==> config.mk <==
export PLATFORM = sky130hd
export DESIGN_NAME = fetch_unit
export DESIGN_NICKNAME = d
export VERILOG_FILES = /design/src/rtl/fetch_unit.sv
export SDC_FILE = /design/constraint.sdc
export NUM_CORES = 1
export LEC_CHECK = 0
export CORE_AREA = 2 2 72 74
export CTS_BUF_LIST = sky130_fd_sc_hd__clkbuf_4
export DETAILED_ROUTE_END_ITERATION = 6
export DIE_AREA = 0 0 74 76
export PLACE_DENSITY = 0.89
export RECOVER_POWER = 50
export SETUP_SLACK_MARGIN = 0.1
export SLEW_MARGIN = 10
export SYNTH_ARGS = -nofsm -noshare
export SYNTH_HDL_FRONTEND = slang
export SYNTH_SLANG_ARGS = --single-unit
==> constraint.sdc <==
create_clock -name clk -period 2.7 [get_ports clk]
set_clock_uncertainty 0.15 [all_clocks]
set_input_delay 0.54 -clock clk [delete_from_list [all_inputs] [get_ports clk]]
set_output_delay 0.54 -clock clk [all_outputs]
set_load 0.1 [all_outputs]
==> src/rtl/fetch_unit.sv <==
// Instruction fetch stage: program counter, synchronous ROM interface and decode register.
// Handles start/restart, stall freeze, branch redirect with one-bubble squash, and halt.
module fetch_unit #(
   parameter int PC_WIDTH    = 10,
   parameter int INSTR_WIDTH = 9
) (
   input  logic                   clk,
   input  logic                   reset,
   input  logic                   start,
   input  logic [PC_WIDTH-1:0]    start_addr,
   input  logic                   stall,
   input  logic                   branch_taken,
   input  logic [PC_WIDTH-1:0]    branch_target,
   input  logic                   halt_req,
   output logic [PC_WIDTH-1:0]    imem_addr,
   input  logic [INSTR_WIDTH-1:0] imem_rdata,
   output logic [INSTR_WIDTH-1:0] instr,
   output logic [PC_WIDTH-1:0]    instr_pc,
   output logic                   instr_valid,
   output logic                   done
);

   typedef enum logic [1:0] {
      IDLE,
      RUN,
      HALT
   } state_t;

   localparam logic [PC_WIDTH-1:0] PC_ONE = PC_WIDTH'(1);

   state_t              state;
   logic [PC_WIDTH-1:0] pc;
   logic [PC_WIDTH-1:0] pc_prev;
   logic                pend;
   logic                run;

   assign run = (state == RUN);

   // Re-reading pc_prev while stalled keeps imem_rdata pinned to the in-flight word.
   always_comb begin
      imem_addr = pc;
      if (run && stall) begin
         imem_addr = pc_prev;
      end else if (run && branch_taken && instr_valid) begin
         imem_addr = branch_target;
      end
   end

   always_ff @(posedge clk or posedge reset) begin
      if (reset) begin
         state       <= IDLE;
         pc          <= '0;
         pc_prev     <= '0;
         pend        <= 1'b0;
         instr       <= '0;
         instr_pc    <= '0;
         instr_valid <= 1'b0;
         done        <= 1'b0;
      end else begin
         unique case (state)
            IDLE: begin
               instr_valid <= 1'b0;
               done        <= 1'b0;
               if (start) begin
                  pc    <= start_addr;
                  pend  <= 1'b0;
                  state <= RUN;
               end
            end
            RUN: begin
               if (!stall) begin
                  if (halt_req && instr_valid) begin
                     state       <= HALT;
                     instr_valid <= 1'b0;
                     pend        <= 1'b0;
                     done        <= 1'b1;
                  end else if (branch_taken && instr_valid) begin
                     // The word arriving now is wrong-path; the target read is issued this cycle.
                     instr_valid <= 1'b0;
                     pc_prev     <= branch_target;
                     pc          <= branch_target + PC_ONE;
                     pend        <= 1'b1;
                  end else begin
                     instr       <= imem_rdata;
                     instr_pc    <= pc_prev;
                     instr_valid <= pend;
                     pc_prev     <= pc;
                     pc          <= pc + PC_ONE;
                     pend        <= 1'b1;
                  end
               end
            end
            HALT: begin
               done        <= 1'b1;
               instr_valid <= 1'b0;
               if (start) begin
                  done  <= 1'b0;
                  pc    <= start_addr;
                  pend  <= 1'b0;
                  state <= RUN;
               end
            end
            default: begin
               state <= IDLE;
            end
         endcase
      end
   end

endmodule

* Word-level counts from Yosys, hierarchy flattened
Cells that the tools add are included.
Operators by class: $add $sub $neg 2, equal/unequal tests 6, multiplexer cells 24, bitwise gates (word level) 3, reduce and logical (&&, ||, !) cells 16
Operators by type and width (count):
- two-way mux 10 bit | 7
- adder 10 x 1 -> 10 bit, second input constant | 2
- case mux 10 bit (2 select lines) | 1
- AND reduction 3 bit | 4
- two-way mux 1 bit | 9
- AND reduction 4 bit | 2
- two-way mux 2 bit | 3
- logical AND 1 bit | 5
- != test 2 x 1 -> 1 bit, second input constant | 2
- != test 2 bit, second input constant | 2
- case mux 1 bit (2 select lines) | 2
- case mux 2 bit (2 select lines) | 1
- NOT 1 bit | 3
- case mux 1 bit (3 select lines) | 1
- nonzero test 3 bit | 1
- equality test 2 x 1 -> 1 bit, second input constant | 1
- equality test 2 bit, second input constant | 1
- logical NOT 2 bit | 1
- AND reduction 2 bit | 1
- nonzero test 2 bit | 1
- OR reduction 2 bit | 1
Storage, ports and cells: register bits after elaboration 44, input port bits 35, output and inout bits 31, logic and storage cells 59

* Longest topological paths before layout
Gate-level depths: netlist of run 1.
depth after elaboration 5, gate-level depth with buffers 8, mapped depth without buffers 7

* Worst setup path before layout of run 1
Ideal clock, no wire load.
kind reg-to-output, from reg instr_valid, to out imem_addr[0], data arrival time 2589 ps, data required time 2010 ps, slack -579 ps, stages on the path, launching flop included 6, path buffers 2, path through dfrtp_1 -> buf_4 -> and2_4 -> buf_8 -> o21ai_1 -> a22o_1
Between the ends: cells in the longest elaborated chain, start to end 3
Ends and longest elaborated chain:
- start, declared | line 19 | output logic instr_valid,
- start signal, assigned | line 86 | instr_valid <= pend;
- logical AND 1 bit | line 44 | end else if (run && branch_taken && instr_valid) begin
- two-way mux 10 bit | line 44
- two-way mux 10 bit | line 42 | if (run && stall) begin
- end, declared | line 15 | output logic [PC_WIDTH-1:0] imem_addr,
Every way passes these cells.

* Final worst setup path of run 1
from reg instr_valid, to out imem_addr[6]
Same word-level chain as after synthesis.

==> reports/results.txt, run 1 <==
Syn Nets - 260
IO Count - 66
maximum number of pins on one net before global-route repair - 45
period utilization - 0.944
Clk Latency, worst-skew pair - 0.37 ns
max_slew headroom - 0.210
die area - 0.00562 mm2
initial antenna violation count - 0
RR Startpoint - instr_valid
max-cap viol count - 0
fin nets - 348
Req. time, crit path - 2.01 ns
ant diodes - 0
Slew Viols, Final - 0
Antenna Nets Post-Route - 0
Buf/Inv on CP - 2
CP Depth - 6
chip height - 76 um
GRT Util Overall - 0.254
Hold Crit Depth - 1
Initial Util - 0.480
post-synthesis mux area share - 0.135
Least-Margin Pin Slew - 1.19 ns
GP Congestion - 0.830
register area share after synthesis - 0.467
most frequent cells in the layout - 43 x dfrtp_1, 32 x buf_4, 31 x clkdlybuf4s50_1
TritonCTS clock tree - yes
origin of the worst setup path - instr_valid
RSZ-0062 raised after global routing - no
fin crit period - 2.55 ns
# hold bufs at CTS - 0
worst stage delay on the critical path - 0.55 ns
WL/cell - 17.0 um
DRC viols - 0
status - completed
Root Driver - clkbuf_4
clk buf depth - 2
Vias - 2138
post-DP HPWL - 4750 um
synthesized cell area - 0.00236 mm2
first-pass GRT wire length - 11000 um
Fmax achieved - 392 MHz
vias per cell - 5.63
largest family of logic cells by synthesized area - compound AO/OA/AOI/OAI gates
critical path launch point type - flop
clock sinks - 44
final setup margin - 0.152 ns
Post-Synth Adder-Cell Area - 0.0212
CP endpoint kind - primary output
commonest non-fill, non-tap cell in the layout - dfrtp_1
core region area - 0.00491 mm2
worst endpoint data arrival time - 1.86 ns
simple logic cell fraction of the synthesized area - 0.0982
Post-synth top flop - dfrtp_1
yosys warns - 0
Finished Cell Area - 0.00340 mm2
post-placement setup slack - -0.239 ns
1st-pass router iterations - 4
initial DRC count - 113
Hold Path Class - flop to flop
share of cells above drive strength 1 - 0.294
Yosys reg bits - 44
crit path max-delay cell type - dfrtp_4
syn_area_per_cell - 10.7 um2
Post-Synth XOR/XNOR Area - 0.0149
crit path max fanout - 10
routed wire length - 6470 um
Setup Viol. Count Final - 0
Port Buffers - 65
CTS clk-pin slew, worst paths - 0.13 ns
Reg2Reg Depth - 6
placed cell area - 0.00333 mm2
vias in the first global route - 2240
sequence of cells on the critical path - nand2_2, nor2_1, buf_4, a22o_1, a22o_2, buf_12
distinct cell type count after synthesis - 47
grt total ovfl - 0
Post-synth EDFFs - 0
CTS buffer count - 5
H-Tree Depth - 2
Layout area overhead - 44.5%
ys async rst share - 1.00
cell family with most CP delay - flip-flops
Compound-Gate Fraction of Synth Area - 0.225
cells after synthesis - 221
final hold vios - 0
Crit Path Category - flop to primary output
hold path start - instr[4]
Chip Width - 74 um
Rows - 26
==> synth_stat cells (2+ instances only) <==
cell type | count | share of area
nor3_1 | 5 | 0.011
a22oi_1 | 3 | 0.0096
nand2_1 | 19 | 0.030
o21ai_0 | 20 | 0.042
a21oi_1 | 10 | 0.021
a211oi_1 | 3 | 0.0096
nand3_1 | 4 | 0.0085
o21a_1 | 3 | 0.0096
xnor2_1 | 2 | 0.0074
ha_1 | 4 | 0.021
dfrtp_1 | 44 | 0.47
nor2_1 | 7 | 0.011
o31ai_1 | 4 | 0.013
a22o_1 | 18 | 0.067
xor2_1 | 2 | 0.0074
mux2_2 | 20 | 0.096
inv_1 | 6 | 0.0096
clkbuf_1 | 9 | 0.014
mux2i_1 | 8 | 0.034
and3_1 | 3 | 0.0080
==> state kept, by name, summed over array words and instances (netlist names) <==
signal and flops:
instr 9, pend 1, done 1, state 2, instr_valid 1, pc 10
pc_prev 10, instr_pc 10
==> final cells by class <==
class / count / area (um2)
clock buffers: 5 / 37.5
repair buffers: 93 / 876
clock inverters: 3 / 18.8
fillers: 368 / 1510
flip-flops and latches: 44 / 1100
well taps: 70 / 87.6
multi-input cells: 159 / 1260
inverters: 6 / 22.5
==> what timing repair did <==
action / 4_1_cts / 5_1_grt
buffers inserted: 2 / 3
pin swaps: 2 / 0
endpoints found under the setup margin: 10 / 3
gates resized for setup: 6 / 0
gates cloned: 0 / 0
==> per-layer routing <==
metal	up-vias	global-route usage	wire (um)
li1	1003	-	-
met2	67	0.417	3320
met3	14	0.0489	317
met4	0	0.0836	146
met5	-	0	0
met1	1054	0.333	2690
==> cell families after synthesis <==
| family | Yosys count |
|---|---|
| compound gates | 75 |
| xor+xnor | 4 |
| fa+ha+maj | 4 |
| buf+inv | 18 |
| flops | 44 |
| mux | 29 |
| simple gates | 47 |
==> through the flow <==
stage / util / setup TNS, ns / hold WS [ns] / instances
floorplan: - / -0.0629 / 0.312 / 221
global placement: 0.679 / -1.74 / 0.326 / 367
detailed placement: 0.679 / -2.34 / 0.333 / 367
CTS: 0.700 / 0 / 0.363 / 377
global route: 0.693 / 0 / 0.386 / 380
finish: 0.693 / 0 / 0.368 / 380
==> final timing paths <==
| path | end | slack (ns) |
|---|---|---|
| worst max-delay path | imem_addr[6] | 0.15 |
| worst min-delay path | instr[4] | 0.37 |
| worst max register to register | pc[7] | 0.29 |
| worst min register to register | instr[4] | 0.37 |
| max in group asynchronous | instr_valid | 0.83 |
| min in group asynchronous | instr[3] | 0.80 |
Power of run 1 is left out: the tool's default activity adds up to more than one toggle a clock period on the data nets, which glitch-free logic cannot reach.
==> run 2, diff against run 1 <==
--- a/config.mk
+++ b/config.mk
@@ -9,9 +9,10 @@
 export CTS_BUF_LIST = sky130_fd_sc_hd__clkbuf_4
 export DETAILED_ROUTE_END_ITERATION = 6
 export DIE_AREA = 0 0 74 76
+export MAX_ROUTING_LAYER = met4
 export PLACE_DENSITY = 0.89
 export RECOVER_POWER = 50
-export SETUP_SLACK_MARGIN = 0.1
+export SETUP_SLACK_MARGIN = 0.05
 export SLEW_MARGIN = 10
 export SYNTH_ARGS = -nofsm -noshare
 export SYNTH_HDL_FRONTEND = slang
==> run 2 against run 1 <==
Against the previous run:
- register-to-register slack better by 0.03 ns
- worst hold slack worse by 0.0019 ns
- global-route usage is 1.5 points lower
- critical path depth stayed put
- die area stayed put
- first-iteration DRC count is 6.2% lower
- flip-flop and latch count stayed put
- via count is 0.33% higher
- non-clock buffer count is 3 higher
- worst setup slack worse by 0.00056 ns
- final area is 0.66% lower
- highest routed layer unchanged
==> reports/results.txt, run 2 (synthesized netlist as in run 1, its figures left out) <==
Clk Latency, worst-skew pair - 0.37 ns
critical path launch point type - flop
Least-Margin Pin Slew - 1.17 ns
ant diodes - 0
IO Count - 66
Layout area overhead - 43.5%
maximum number of pins on one net before global-route repair - 45
Root Driver - clkbuf_4
CTS buffer count - 5
# hold bufs at CTS - 0
routed wire length - 6280 um
max_slew headroom - 0.224
WL/cell - 16.4 um
GP Congestion - 0.919
Port Buffers - 65
core region area - 0.00491 mm2
Initial Util - 0.480
first-pass GRT wire length - 10100 um
Rows - 26
final hold vios - 0
fin util - 0.688
Vias - 2145
origin of the worst setup path - instr_valid
GRT Util Overall - 0.240
Fmax achieved - 392 MHz
DRC viols - 0
RSZ-0062 raised after global routing - no
Finished Cell Area - 0.00338 mm2
vias in the first global route - 2128
max layer used - met4
grt total ovfl - 0
vias per cell - 5.60
clk buf depth - 2
final setup margin - 0.151 ns
crit path max fanout - 8
CP endpoint kind - primary output
placed cell area - 0.00332 mm2
met2 WL post-DR - 3240 um
CTS clk-pin slew, worst paths - 0.13 ns
fin nets - 351
Req. time, crit path - 2.01 ns
Slew Viols, Final - 0
RR Startpoint - instr_valid
WL met1 - 2640 um
period utilization - 0.944
Chip Width - 74 um
die area - 0.00562 mm2
hold path start - pend
status - completed
most frequent cells in the layout - 43 x dfrtp_1, 43 x buf_4, 31 x clkdlybuf4s50_1
initial DRC count - 106
Crit Path Category - flop to primary output
Setup Viol. Count Final - 0
Fin Setup TNS - 0 ns
Antenna Nets Post-Route - 0
initial antenna violation count - 0
worst endpoint data arrival time - 1.86 ns
post-placement setup slack - -0.0439 ns
post-DP HPWL - 4600 um
Hold Path Class - flop to flop
H-Tree Depth - 2
Met3 Wirelength - 274 um
chip height - 76 um
fin crit period - 2.55 ns
max-cap viol count - 0
1st-pass router iterations - 4
Regs by FF count - instr_pc (10), pc (10), pc_prev (10)
clock sinks - 44
share of cells above drive strength 1 - 0.313
TritonCTS clock tree - yes
## run 2: cell count changes in the layout (fill, tap and decap cells not counted), sizes merged
cell,change
dlymetal6s2s,+1
clkbuf,-6
buf,+9
dlygate4sd2,-1
clkinvlp,-2
inv,+1
bufinv,+1
## run 2: repair_timing
item / CTS / global route
gates cloned: 0 / 0
setup buffers: 1 / 1
gates resized for setup: 1 / 1
endpoints found under the setup margin: 10 / 8
pin swaps: 1 / 0
endpoints found under the hold margin: 0 / 0
## run 2: area by class of cell
class,instances,area [um2]
fillers,373,1530
multi-input cells,159,1190
flip-flops and latches,44,1100
well taps,70,87.6
repair buffers,96,901
clock inverters,3,42.5
clock buffers,5,37.5
inverters,6,22.5
## run 2: worst max-delay path, cell delays in order, from the launching register on
cell	delay [ns]
dfrtp_4	0.54
nand2_1	0.13
nor2_1	0.05
buf_4	0.17
a22o_1	0.19
a22o_2	0.23
buf_12	0.17
## run 2: through the flow
step                      hold slack [ns]  std cells
after global routing                0.391        383
final                               0.366        383
after CTS                           0.369        382
after detailed placement            0.339        373
after floorplan                     0.312        221
after global placement              0.326        373
## run 2: layer usage
layer,vias to the layer above,track usage
li1,1010,-
met1,1065,0.294
met2,61,0.392
met3,9,0.0410
met4,0,0.0873
met5,-,-
## run 2: worst paths after layout
path	endpoint	slack, ns	depth (start not counted)
worst max-delay path	imem_addr[4]	0.15	6
worst min-delay path	pend	0.37	1
worst max register to register	pc[8]	0.32	6
worst min register to register	pend	0.37	1
max in group asynchronous	instr_valid	0.84	3
min in group asynchronous	instr[8]	0.78	3
Power of run 2 is left out for the same reason.
